--- config.mk ---
export PLATFORM = sky130hd
export DESIGN_NAME = ysyx_23060072_lsu_stage
export DESIGN_NICKNAME = d
export VERILOG_FILES = /design/src/rtl/ysyx_23060072_lsu_stage.sv
export SDC_FILE = /design/constraint.sdc
export NUM_CORES = 1
export LEC_CHECK = 0
export ABC_CLOCK_PERIOD_IN_PS = 5010
export BUFFER_PORTS_ARGS = -buffer_cell sky130_fd_sc_hd__buf_2
export CORE_UTILIZATION = 30
export DETAILED_ROUTE_END_ITERATION = 7
export PLACE_DENSITY = 0.61
export SLEW_MARGIN = 30
export SYNTH_ARGS = -nofsm -noshare
export SYNTH_HDL_FRONTEND = slang
export SYNTH_SLANG_ARGS = --single-unit
export TNS_END_PERCENT = 10
--- constraint.sdc ---
create_clock -name clk -period 5.01 [get_ports clk]
set_input_delay 1.002 -clock clk [delete_from_list [all_inputs] [get_ports clk]]
set_output_delay 1.002 -clock clk [all_outputs]
set_load 0.01 [all_outputs]
--- src/rtl/ysyx_23060072_lsu_stage.sv ---
// Load/store stage: passes ALU results straight to writeback, or runs one
// bus transaction (request, then response) per memory op and commits it.
module ysyx_23060072_lsu_stage (
    input  logic        clk,
    input  logic        rst,
    input  logic        ex_valid_i,
    output logic        ex_ready_o,
    input  logic        ex_wb_flag_i,
    input  logic [4:0]  ex_wb_addr_i,
    input  logic [31:0] ex_result_i,
    input  logic [31:0] ex_store_data_i,
    input  logic        ex_mem_ren_i,
    input  logic        ex_mem_wen_i,
    input  logic [1:0]  ex_mem_size_i,
    input  logic        ex_mem_unsigned_i,
    output logic        mem_req_valid_o,
    input  logic        mem_req_ready_i,
    output logic [31:0] mem_req_addr_o,
    output logic        mem_req_wen_o,
    output logic [31:0] mem_req_wdata_o,
    output logic [3:0]  mem_req_wstrb_o,
    input  logic        mem_rsp_valid_i,
    input  logic [31:0] mem_rsp_rdata_i,
    output logic        wb_flag_o,
    output logic [4:0]  wb_addr_o,
    output logic [31:0] wb_data_o,
    output logic        lsu_misalign_o
);

    typedef enum logic [1:0] {IDLE, REQ, WAIT} state_t;
    state_t state, state_nxt;

    logic        accept, is_mem, misalign, start_mem;
    logic [3:0]  wstrb_c;
    logic [31:0] wdata_c;

    logic [1:0]  lat_lo;
    logic [1:0]  lat_size;
    logic        lat_uns;
    logic [4:0]  lat_rd;
    logic        lat_flag;
    logic        lat_store;
    logic [31:0] lane;
    logic [31:0] load_data;

    assign ex_ready_o      = (state == IDLE);
    assign mem_req_valid_o = (state == REQ);

    assign accept    = ex_valid_i & ex_ready_o;
    assign is_mem    = ex_mem_ren_i | ex_mem_wen_i;
    assign misalign  = (ex_mem_size_i == 2'b11)
                     | ((ex_mem_size_i == 2'b01) & ex_result_i[0])
                     | ((ex_mem_size_i == 2'b10) & (ex_result_i[1:0] != 2'b00));
    assign start_mem = accept & is_mem & ~misalign;

    always_comb begin
        wstrb_c = 4'b1111;
        wdata_c = ex_store_data_i;
        case (ex_mem_size_i)
            2'b00: begin
                wstrb_c = 4'b0001 << ex_result_i[1:0];
                wdata_c = {4{ex_store_data_i[7:0]}};
            end
            2'b01: begin
                wstrb_c = ex_result_i[1] ? 4'b1100 : 4'b0011;
                wdata_c = {2{ex_store_data_i[15:0]}};
            end
            default: ;
        endcase
        if (!ex_mem_wen_i) wstrb_c = '0;
    end

    always_comb begin
        state_nxt = state;
        case (state)
            IDLE:    if (start_mem)       state_nxt = REQ;
            REQ:     if (mem_req_ready_i) state_nxt = WAIT;
            WAIT:    if (mem_rsp_valid_i) state_nxt = IDLE;
            default:                      state_nxt = IDLE;
        endcase
    end

    always_ff @(posedge clk or posedge rst) begin
        if (rst) state <= IDLE;
        else     state <= state_nxt;
    end

    // Response word is already word-aligned; shift the addressed lane down to bit 0.
    assign lane = mem_rsp_rdata_i >> {lat_lo, 3'b000};

    always_comb begin
        load_data = mem_rsp_rdata_i;
        case (lat_size)
            2'b00:   load_data = {{24{lane[7]  & ~lat_uns}}, lane[7:0]};
            2'b01:   load_data = {{16{lane[15] & ~lat_uns}}, lane[15:0]};
            default: ;
        endcase
    end

    always_ff @(posedge clk or posedge rst) begin
        if (rst) begin
            mem_req_addr_o  <= '0;
            mem_req_wen_o   <= 1'b0;
            mem_req_wdata_o <= '0;
            mem_req_wstrb_o <= '0;
            lat_lo          <= '0;
            lat_size        <= '0;
            lat_uns         <= 1'b0;
            lat_rd          <= '0;
            lat_flag        <= 1'b0;
            lat_store       <= 1'b0;
            wb_flag_o       <= 1'b0;
            wb_addr_o       <= '0;
            wb_data_o       <= '0;
            lsu_misalign_o  <= 1'b0;
        end else begin
            wb_flag_o      <= 1'b0;
            lsu_misalign_o <= 1'b0;
            if (accept && !is_mem) begin
                wb_flag_o <= ex_wb_flag_i & (ex_wb_addr_i != 5'd0);
                wb_addr_o <= ex_wb_addr_i;
                wb_data_o <= ex_result_i;
            end else if (accept && misalign) begin
                lsu_misalign_o <= 1'b1;
            end else if (start_mem) begin
                mem_req_addr_o  <= {ex_result_i[31:2], 2'b00};
                mem_req_wen_o   <= ex_mem_wen_i;
                mem_req_wdata_o <= wdata_c;
                mem_req_wstrb_o <= wstrb_c;
                lat_lo          <= ex_result_i[1:0];
                lat_size        <= ex_mem_size_i;
                lat_uns         <= ex_mem_unsigned_i;
                lat_rd          <= ex_wb_addr_i;
                lat_flag        <= ex_wb_flag_i;
                lat_store       <= ex_mem_wen_i;
            end
            if (state == WAIT && mem_rsp_valid_i) begin
                wb_flag_o <= lat_flag & ~lat_store & (lat_rd != 5'd0);
                wb_addr_o <= lat_rd;
                if (!lat_store) wb_data_o <= load_data;
            end
        end
    end

endmodule

# == Yosys cells after proc, flatten, opt, wreduce, memory -nomap -nowiden ==
# Index checks and enable logic that the tools add are counted.
# op_classes
eq_ne,9
shift,2
muxes,18
bitwise,18
n_reduce_logical,13
# op_table
op,n
$pmux W32 S2,2
$mux W32,3
$shr A32 B5 Y16,1
$and A1 B1 Y1,10
$mux W5,2
$reduce_bool A5 Y1,2
$mux W4,2
$pmux W4 S2,1
$eq A2 B1 Y1 const B,3
$eq A2 B2 Y1 const B,3
$logic_not A2 Y1,3
$mux W2,3
$pmux W2 S3,1
$reduce_and A3 Y1,2
$not A1 Y1,5
$mux W1,4
$ne A2 B1 Y1 const B,2
$reduce_bool A2 Y1,2
$shl A1 B2 Y4 const A,1
$logic_and A1 B1 Y1,3
$or A1 B1 Y1,3
$ne A2 B2 Y1 const B,1
$logic_not A1 Y1,1
# word_totals
regBits,119
in_bits,112
output_inout_bits,110
elab_cells,74

# == Depth between registers and ports, before layout ==
# Gate-level depths: netlist of the first run.
# depth
word_depth,8
mapped_depth,7
mapped_depth_nobuf,4

# == Worst setup path before layout of the first run ==
# OpenSTA, ideal clock, no wires.
# synth_path
path_kind,in2reg
startpoint,in ex_result_i[0]
endpoint,reg mem_req_addr_o[14]
setup_ns,0.125
arrival_ns,2.220
required_ns,4.885
slack_ns,2.665
stages,7
path_buffers,3
cell_sequence,o21a_1 o22ai_1 and3b_1 buf_6 buf_6 buf_8 mux2_4
# synth_via
elab_chain_cells,6
elab_cells_between_ends,10
classes_between,bitwise: 7; reduce/logical: 3
# synth_rtl
item,line,source
from (decl),10,"input logic [31:0] ex_result_i,"
$and A1 B1 Y1 or $reduce_bool A2 Y1 (tied branches),"52, 53",
$or A1 B1 Y1 or $and A1 B1 Y1 (tied branches),"52, 53",
$or A1 B1 Y1 (*),53,| ((ex_mem_size_i == 2'b10) & (ex_result_i[1:0] != 2'b00));
$not A1 Y1 or $logic_and A1 B1 Y1 (tied branches),"54, 123",
$and A1 B1 Y1 or $not A1 Y1 (tied branches),-,
$reduce_and A3 Y1 (no line) (*),-,
to (signal assigned),126,"mem_req_addr_o <= {ex_result_i[31:2], 2'b00};"
to (decl),18,"output logic [31:0] mem_req_addr_o,"
# Mark *: on every way between the ends. The rest lies on a longest branch, timed or not.
# A chain may end at the register's enable or synchronous reset.

# == Worst setup path after layout of the first run ==
# layout_path
startpoint,in ex_mem_size_i[1]
endpoint,reg lat_size[1]
# layout_via
elab_chain_cells,7
elab_cells_between_ends,12
classes_between,eq/ne: 3; bitwise: 7; reduce/logical: 2
# layout_rtl
item,line,source
from (decl),14,"input logic [1:0] ex_mem_size_i,"
$eq A2 B1 Y1,52,| ((ex_mem_size_i == 2'b01) & ex_result_i[0])
$and A1 B1 Y1,52,
$or A1 B1 Y1,52,
$or A1 B1 Y1,53,
$not A1 Y1 or $logic_and A1 B1 Y1 (tied branches),"54, 123",
$and A1 B1 Y1 or $not A1 Y1 (tied branches),-,
$reduce_and A3 Y1 (no line),-,
to (signal assigned),131,lat_size <= ex_mem_size_i;
to (decl),38,logic [1:0] lat_size;
# Several ways; a longest one is shown, not always the timed one.

==> flow_metrics.env, run 1 <==
export IMPL_status="completed"
export IMPL_critical_path_endpoint_type="register"
export IMPL_route_detailed_drc=0
export IMPL_yosysUniqueCellTypes=46
export IMPL_worstPathMaxFanout=51
export IMPL_cts_setup_buffers=0
export IMPL_r2r_end="lat_size[1]"
export IMPL_totalWireLength_um=19110
export IMPL_hold_violations=0
export IMPL_fmax_mhz=356.3
export IMPL_skew_ns=0.01016
export IMPL_die_area_um2=21370
export IMPL_synthArstFlopShare=1.000
export IMPL_rsz0062_at_grt="no"
export IMPL_crit_family="buffers and inverters"
export IMPL_drv_slew=0
export IMPL_ir_worst_vdd_mv=0.3122
export IMPL_root_buffer="clkbuf_16"
export IMPL_vias=5237
export IMPL_worstSetupStartpoint="ex_mem_size_i[1]"
export IMPL_p_clk_frac=0.288
export IMPL_fin_crit_sh=0.5602
export IMPL_slowest_delay_ns=0.61
export IMPL_setup_viol=0
export IMPL_cp_num_cells=6
export IMPL_path_cells="buf_2 > o21a_1 > o22ai_1 > and3b_4 > buf_12 > mux2_2"
export IMPL_period_needed_ns=2.806
export IMPL_drive_above_1_share=0.4704
export IMPL_start_kind="input pin"
export IMPL_ios=222
export IMPL_globalplace_congestion=0.7618
export IMPL_timing_rr_start="state[1]"
export IMPL_cts_buffers=17
export IMPL_avgSynthCellArea_um2=11.32
export IMPL_synth_edf_count=0
export IMPL_critPathCapture="lat_size[1]"
export IMPL_syn_area_um2=6237
export IMPL_cts_tree="yes"
export IMPL_crit_required_ns=5.30
export IMPL_drtIter0Drc=242
export IMPL_synthAdderAreaFrac=0
export IMPL_share_comb_of_total_power=0.343
export IMPL_slowest_stage="and3b_4"
export IMPL_synth_top_family_by_area="multiplexers"
export IMPL_cts_clk_slew_worst_paths_ns=0.06
export IMPL_reg2reg_depth=5
export IMPL_drv_cap=0
export IMPL_cts_resized_gates=0
export IMPL_place_hpwl_um=13500
export IMPL_critical_path_arrival_ns=3.10
export IMPL_clk_path_buf_depth=2
export IMPL_ys_warn_count=0
export IMPL_relSlewSlack=0.4317
export IMPL_power_switching_uw=1557
export IMPL_via_per_inst=5.070
export IMPL_die_x_um=146.2
export IMPL_core_area_um2=20300
export IMPL_p_seq_frac=0.368
export IMPL_grt_max_degree=74
export IMPL_synth_xor_area_frac=0
export IMPL_yosys_area_share_simple=0.1212
export IMPL_nNetsFinal=860
export IMPL_antenna_left=0
export IMPL_htreeDepth=4
export IMPL_intPower_uw=3014
export IMPL_power_density_nw_per_um2=562.0
export IMPL_area_growth_pct=30.39
export IMPL_p_leak_uw=0.003666
export IMPL_crit_buf_inv=2
export IMPL_overflow=0
export IMPL_ctsHoldBuffers=0
export IMPL_r2r_slack_ns=2.46
export IMPL_grt_pass1_vias=5252
export IMPL_wl_per_cell_um=18.50
export IMPL_io_buffers=219
export IMPL_synthFlopType="dfrtp_1"
export IMPL_cts_sinks=119
export IMPL_ys_seq_area_frac=0.4774
export IMPL_netlist_instances=551
export IMPL_final_util=0.4006
export IMPL_rows=52
export IMPL_swShare=0.3407
export IMPL_grt_use_total=0.1822
export IMPL_max_slew_worst_pin_slew_ns=0.8525
export IMPL_worstHoldPathType="reg2reg"
export IMPL_antenna_found_initial=2
export IMPL_worst_skew_pair_late_latency_ns=0.42
export IMPL_initial_core_util=0.3073
export IMPL_ys_ff_latch=119
export IMPL_crit_type="in2reg"
export IMPL_dieHeight_um=146.2
export IMPL_finalSetupTns_ns=0
export IMPL_firstDrtPassIters=4
export IMPL_synth_compound_area_frac=0.1296
export IMPL_synthMuxAreaShare=0.2233
export IMPL_grt_pass1_wl_um=29970
==> registers in the layout, indices dropped and copies added, names as in the netlist, 2 cells and up <==
register and cells:
lat_rd 5, mem_req_addr_o 30, lat_size 2, mem_req_wdata_o 32, wb_data_o 32, wb_addr_o 5, mem_req_wstrb_o 4, state 2
lat_lo 2
==> cells in the mapped netlist (all sizes together), types with 15 or more instances <==
cell type,n,share of area
buf,32,0.033
clkbuf,17,0.010
dfrtp,119,0.48
mux2,91,0.17
mux2i,33,0.053
nand2,43,0.026
nand3,17,0.014
nand3b,25,0.032
nor2,17,0.010
nor3,15,0.012
o21a,17,0.020
o21ai,31,0.025
o311a,16,0.026
==> placed cells by master, fill, tap and decap left out, types with 7 or more instances in the layout <==
| cell type | count |
|---|---|
| buf_2 | 219 |
| dfrtp_1 | 117 |
| mux2_2 | 81 |
| nand2_1 | 42 |
| mux2i_1 | 33 |
| o21ai_0 | 31 |
| nand3b_1 | 24 |
| nor2_1 | 17 |
| o21a_1 | 17 |
| nand3_1 | 17 |
| clkbuf_16 | 17 |
| o311a_1 | 16 |
| nor3_1 | 15 |
| mux2_4 | 10 |
| o22a_1 | 8 |
| a2bb2oi_1 | 8 |
| o211ai_1 | 8 |
| a2111oi_0 | 7 |
| nor4_1 | 7 |
==> logic make-up after synthesis <==
logic type	count (synthesis)
DFF	119
and+or+nand+nor	142
buffers and inverters	56
AOI/OAI and AO/OA	109
other	1
muxes	124
==> power groups by stage <==
stage	logic (µW)	registers [µW]	clock network, µW
finish	1570	1680	1320
global route	1700	1740	1390
CTS	1590	1680	1340
detailed placement	1580	1690	0
global placement	1560	1680	0
floorplan	863	1760	0
==> how the worst min path moves through the flow <==
stage | to | slack (ns) | cells past startpoint | from
floorplan | wb_addr_o[0] | 0.46 | 2 | lat_rd[0]
global placement | wb_addr_o[4] | 0.47 | 2 | wb_addr_o[4]
detailed placement | wb_addr_o[4] | 0.48 | 2 | wb_addr_o[4]
CTS | wb_addr_o[4] | 0.50 | 2 | wb_addr_o[4]
global route | mem_req_addr_o[29] | 0.51 | 1 | mem_req_addr_o[29]
finish | wb_addr_o[4] | 0.49 | 2 | wb_addr_o[4]
==> worst min-delay path, cell delays in order, from the launching register on <==
cell	delay (ns)
dfrtp_1	0.34
nand3_1	0.06
nand2_1	0.05
==> final cells by class <==
type	instances	area [µm²]
repair buffers	226	1161
diodes	2	5.005
clock buffers	20	456.7
multi-input cells	377	2988
well taps	270	337.8
flip-flops and latches	119	2980
clock inverters	12	175.2
inverters	7	28.78
fillers	2009	12170
==> per-layer routing <==
layer / global-route usage / wire length, µm / vias to the layer above
li1: - / - / 2441
met1: 0.2389 / 8709 / 2595
met2: 0.2921 / 8970 / 191
met3: 0.05406 / 1280 / 10
met4: 0.04792 / 150 / 0
met5: 0 / 0 / -
==> per-stage QoR <==
step                hold slack, ns  cell area, µm²  setup WS [ns]  power [µW]  instances
finish                      0.4903            8133          2.204        4571       1033
global route                0.5148            8130          2.127        4833       1032
CTS                         0.4962            8125          2.191        4617       1031
detailed placement          0.4826            7493          1.759        3273        999
global placement            0.4728            7493          1.822        3248        999
floorplan                   0.4608            6241         0.8505        2626        552
No activity file was read; power rests on OpenSTA's default activity.
==> inputs of run 2 (changes only) <==
- ABC_CLOCK_PERIOD_IN_PS: 5010 -> 2500
- PLACE_DENSITY: 0.61 -> 0.63
- clock period: 5.01 -> 2.5 ns (I/O delays scaled with it)
==> run 2 against run 1 <==
Net effect:
- highest routed layer is now met5
- worst setup slack lost 1.9 ns
- wire length grew 2.6%
- register-to-register slack lost 2.2 ns
- cell count grew 0.68%
- largest power group is now combinational cells
==> flow_metrics.env, run 2 (synthesis results as in run 1) <==
export IMPL_status="completed"
export IMPL_firstDrtPassIters=4
export IMPL_grt_pass1_wl_um=30590
export IMPL_cts_buffers=17
export IMPL_worstHoldPathType="in2async"
export IMPL_skew_ns=0.008163
export IMPL_grt_use_total=0.1858
export IMPL_vias=5213
export IMPL_finalSetupTns_ns=0
export IMPL_final_util=0.4073
export IMPL_dr_wl_met2_um=9257
export IMPL_met1_length_um=8710
export IMPL_drive_above_1_share=0.4733
export IMPL_ir_worst_vdd_mv=0.5575
export IMPL_nNetsFinal=868
export IMPL_cts_tree="yes"
export IMPL_slowest_stage="dfrtp_1"
export IMPL_top_layer_used="met5"
export IMPL_drv_slew=0
export IMPL_setup_viol=0
export IMPL_worst_skew_pair_late_latency_ns=0.42
export IMPL_relSlewSlack=0.5297
export IMPL_grt_max_degree=120
export IMPL_area_growth_pct=32.56
export IMPL_via_per_inst=5.013
export IMPL_ios=222
export IMPL_place_hpwl_um=14000
export IMPL_hold_violations=0
export IMPL_drtIter0Drc=192
export IMPL_die_x_um=146.2
export IMPL_initial_core_util=0.3073
export IMPL_antenna_left=0
export IMPL_dp_slack_ns=0.2813
export IMPL_crit_type="reg2reg"
export IMPL_fmax_mhz=456.3
export IMPL_fin_ws_ns=0.3084
export IMPL_cts_clk_slew_worst_paths_ns=0.06
export IMPL_cts_setup_buffers=0
export IMPL_period_needed_ns=2.192
export IMPL_p_leak_uw=0.003725
export IMPL_ctsHoldBuffers=0
export IMPL_crit_required_ns=2.78
export IMPL_die_area_um2=21370
export IMPL_max_slew_worst_pin_slew_ns=0.7054
export IMPL_critical_path_endpoint_type="register"
export IMPL_start_kind="register"
export IMPL_critical_path_arrival_ns=2.47
export IMPL_final_common_cell="buf_2"
export IMPL_route_detailed_drc=0
export IMPL_fin_crit_sh=0.8766
export IMPL_cts_sinks=119
export IMPL_wl_met3_um=1420
export IMPL_dieHeight_um=146.2
export IMPL_drv_cap=0
export IMPL_path_cells="mux2i_1 > o32ai_2 > a2111oi_0 > nor4_1"
export IMPL_r2r_slack_ns=0.31
export IMPL_antenna_found_initial=2
export IMPL_final_cell_mix="buf_2 (219), dfrtp_1 (119), mux2_2 (81)"
export IMPL_core_area_um2=20300
export IMPL_rows=52
export IMPL_overflow=0
export IMPL_io_buffers=219
export IMPL_slowest_delay_ns=0.76
export IMPL_grt_pass1_vias=5297
export IMPL_totalWireLength_um=19600
export IMPL_clk_path_buf_depth=2
export IMPL_wl_per_cell_um=18.85
export IMPL_root_buffer="clkbuf_16"
export IMPL_cts_resized_gates=0
export IMPL_rsz0062_at_grt="no"
export IMPL_reg_top3="mem_req_wdata_o: 32 flops, wb_data_o: 32 flops, mem_req_addr_o: 30 flops"
export IMPL_power_density_nw_per_um2=1138
export IMPL_htreeDepth=4
export IMPL_globalplace_congestion=0.7503
export IMPL_worstPathMaxFanout=13
==> run 2: changes by cell type in the layout (fill, tap and decap cells not counted) <==
cell | previous run | this run
nor2_2 | 0 | 1
nor2_1 | 17 | 16
clkinvlp_4 | 3 | 5
bufinv_16 | 4 | 6
diode_2 | 2 | 1
inv_4 | 1 | 0
clkbuf_1 | 1 | 2
clkinv_2 | 3 | 1
dfrtp_2 | 2 | 0
dfrtp_1 | 117 | 119
clkbuf_8 | 2 | 1
clkinv_4 | 2 | 1
buf_12 | 1 | 4
buf_4 | 6 | 11
==> run 2: final timing paths <==
check / from / endpoint / cells after the start
setup / recovery: lat_lo[1] / wb_data_o[11] / 4
hold / removal: rst / mem_req_wdata_o[31] / 3
setup reg to reg: lat_lo[1] / wb_data_o[11] / 4
hold reg to reg: mem_req_addr_o[7] / mem_req_addr_o[7] / 1
max in group asynchronous: rst / mem_req_addr_o[19] / 3
min in group clk: ex_result_i[23] / mem_req_addr_o[23] / 2
==> run 2: area by class of cell <==
class,count,area [µm²]
antenna,1,2.502
multi-input combinational,377,2990
sequential,119,2978
timing repair buffer,234,1259
clock inverter,12,224.0
clock buffer,20,446.7
inverter,7,30.03
tap,270,337.8
fill,2020,12030
==> run 2: metrics by stage <==
| stage | cell area, µm² | hold slack [ns] | std cells | total power, µW |
|---|---|---|---|---|
| 2_1_floorplan | 6245 | 0.4608 | 552 | 5264 |
| 3_3_place_gp | 7595 | 0.4811 | 1007 | 6565 |
| 3_5_place_dp | 7595 | 0.4899 | 1007 | 6636 |
| 4_1_cts | 8265 | 0.3045 | 1039 | 9521 |
| 5_1_grt | 8265 | 0.3000 | 1039 | 9960 |
| 6_report | 8268 | 0.2216 | 1040 | 9408 |
==> run 2: worst max-delay path: cells and delay by family (launching register included) <==
| kind | cells | cell delay [ns] |
|---|---|---|
| AO/OA/AOI/OAI | 2 | 0.77 |
| AND/OR/NAND/NOR | 1 | 0.10 |
| multiplexers | 1 | 0.42 |
| flip-flops | 1 | 0.76 |
==> run 2: report_power, final <==
| part | leakage [µW] | internal [µW] | switching [µW] |
|---|---|---|---|
| clock | 0.000312 | 1900 | 942 |
| combinational | 0.00201 | 1620 | 1690 |
| sequential | 0.00140 | 2740 | 516 |
==> run 2: routing by layer <==
layer / global-route usage / vias up
met4: 0.05104 / 2
li1: - / 2447
met2: 0.2993 / 185
met5: 0 / -
met3: 0.05750 / 14
met1: 0.2400 / 2565
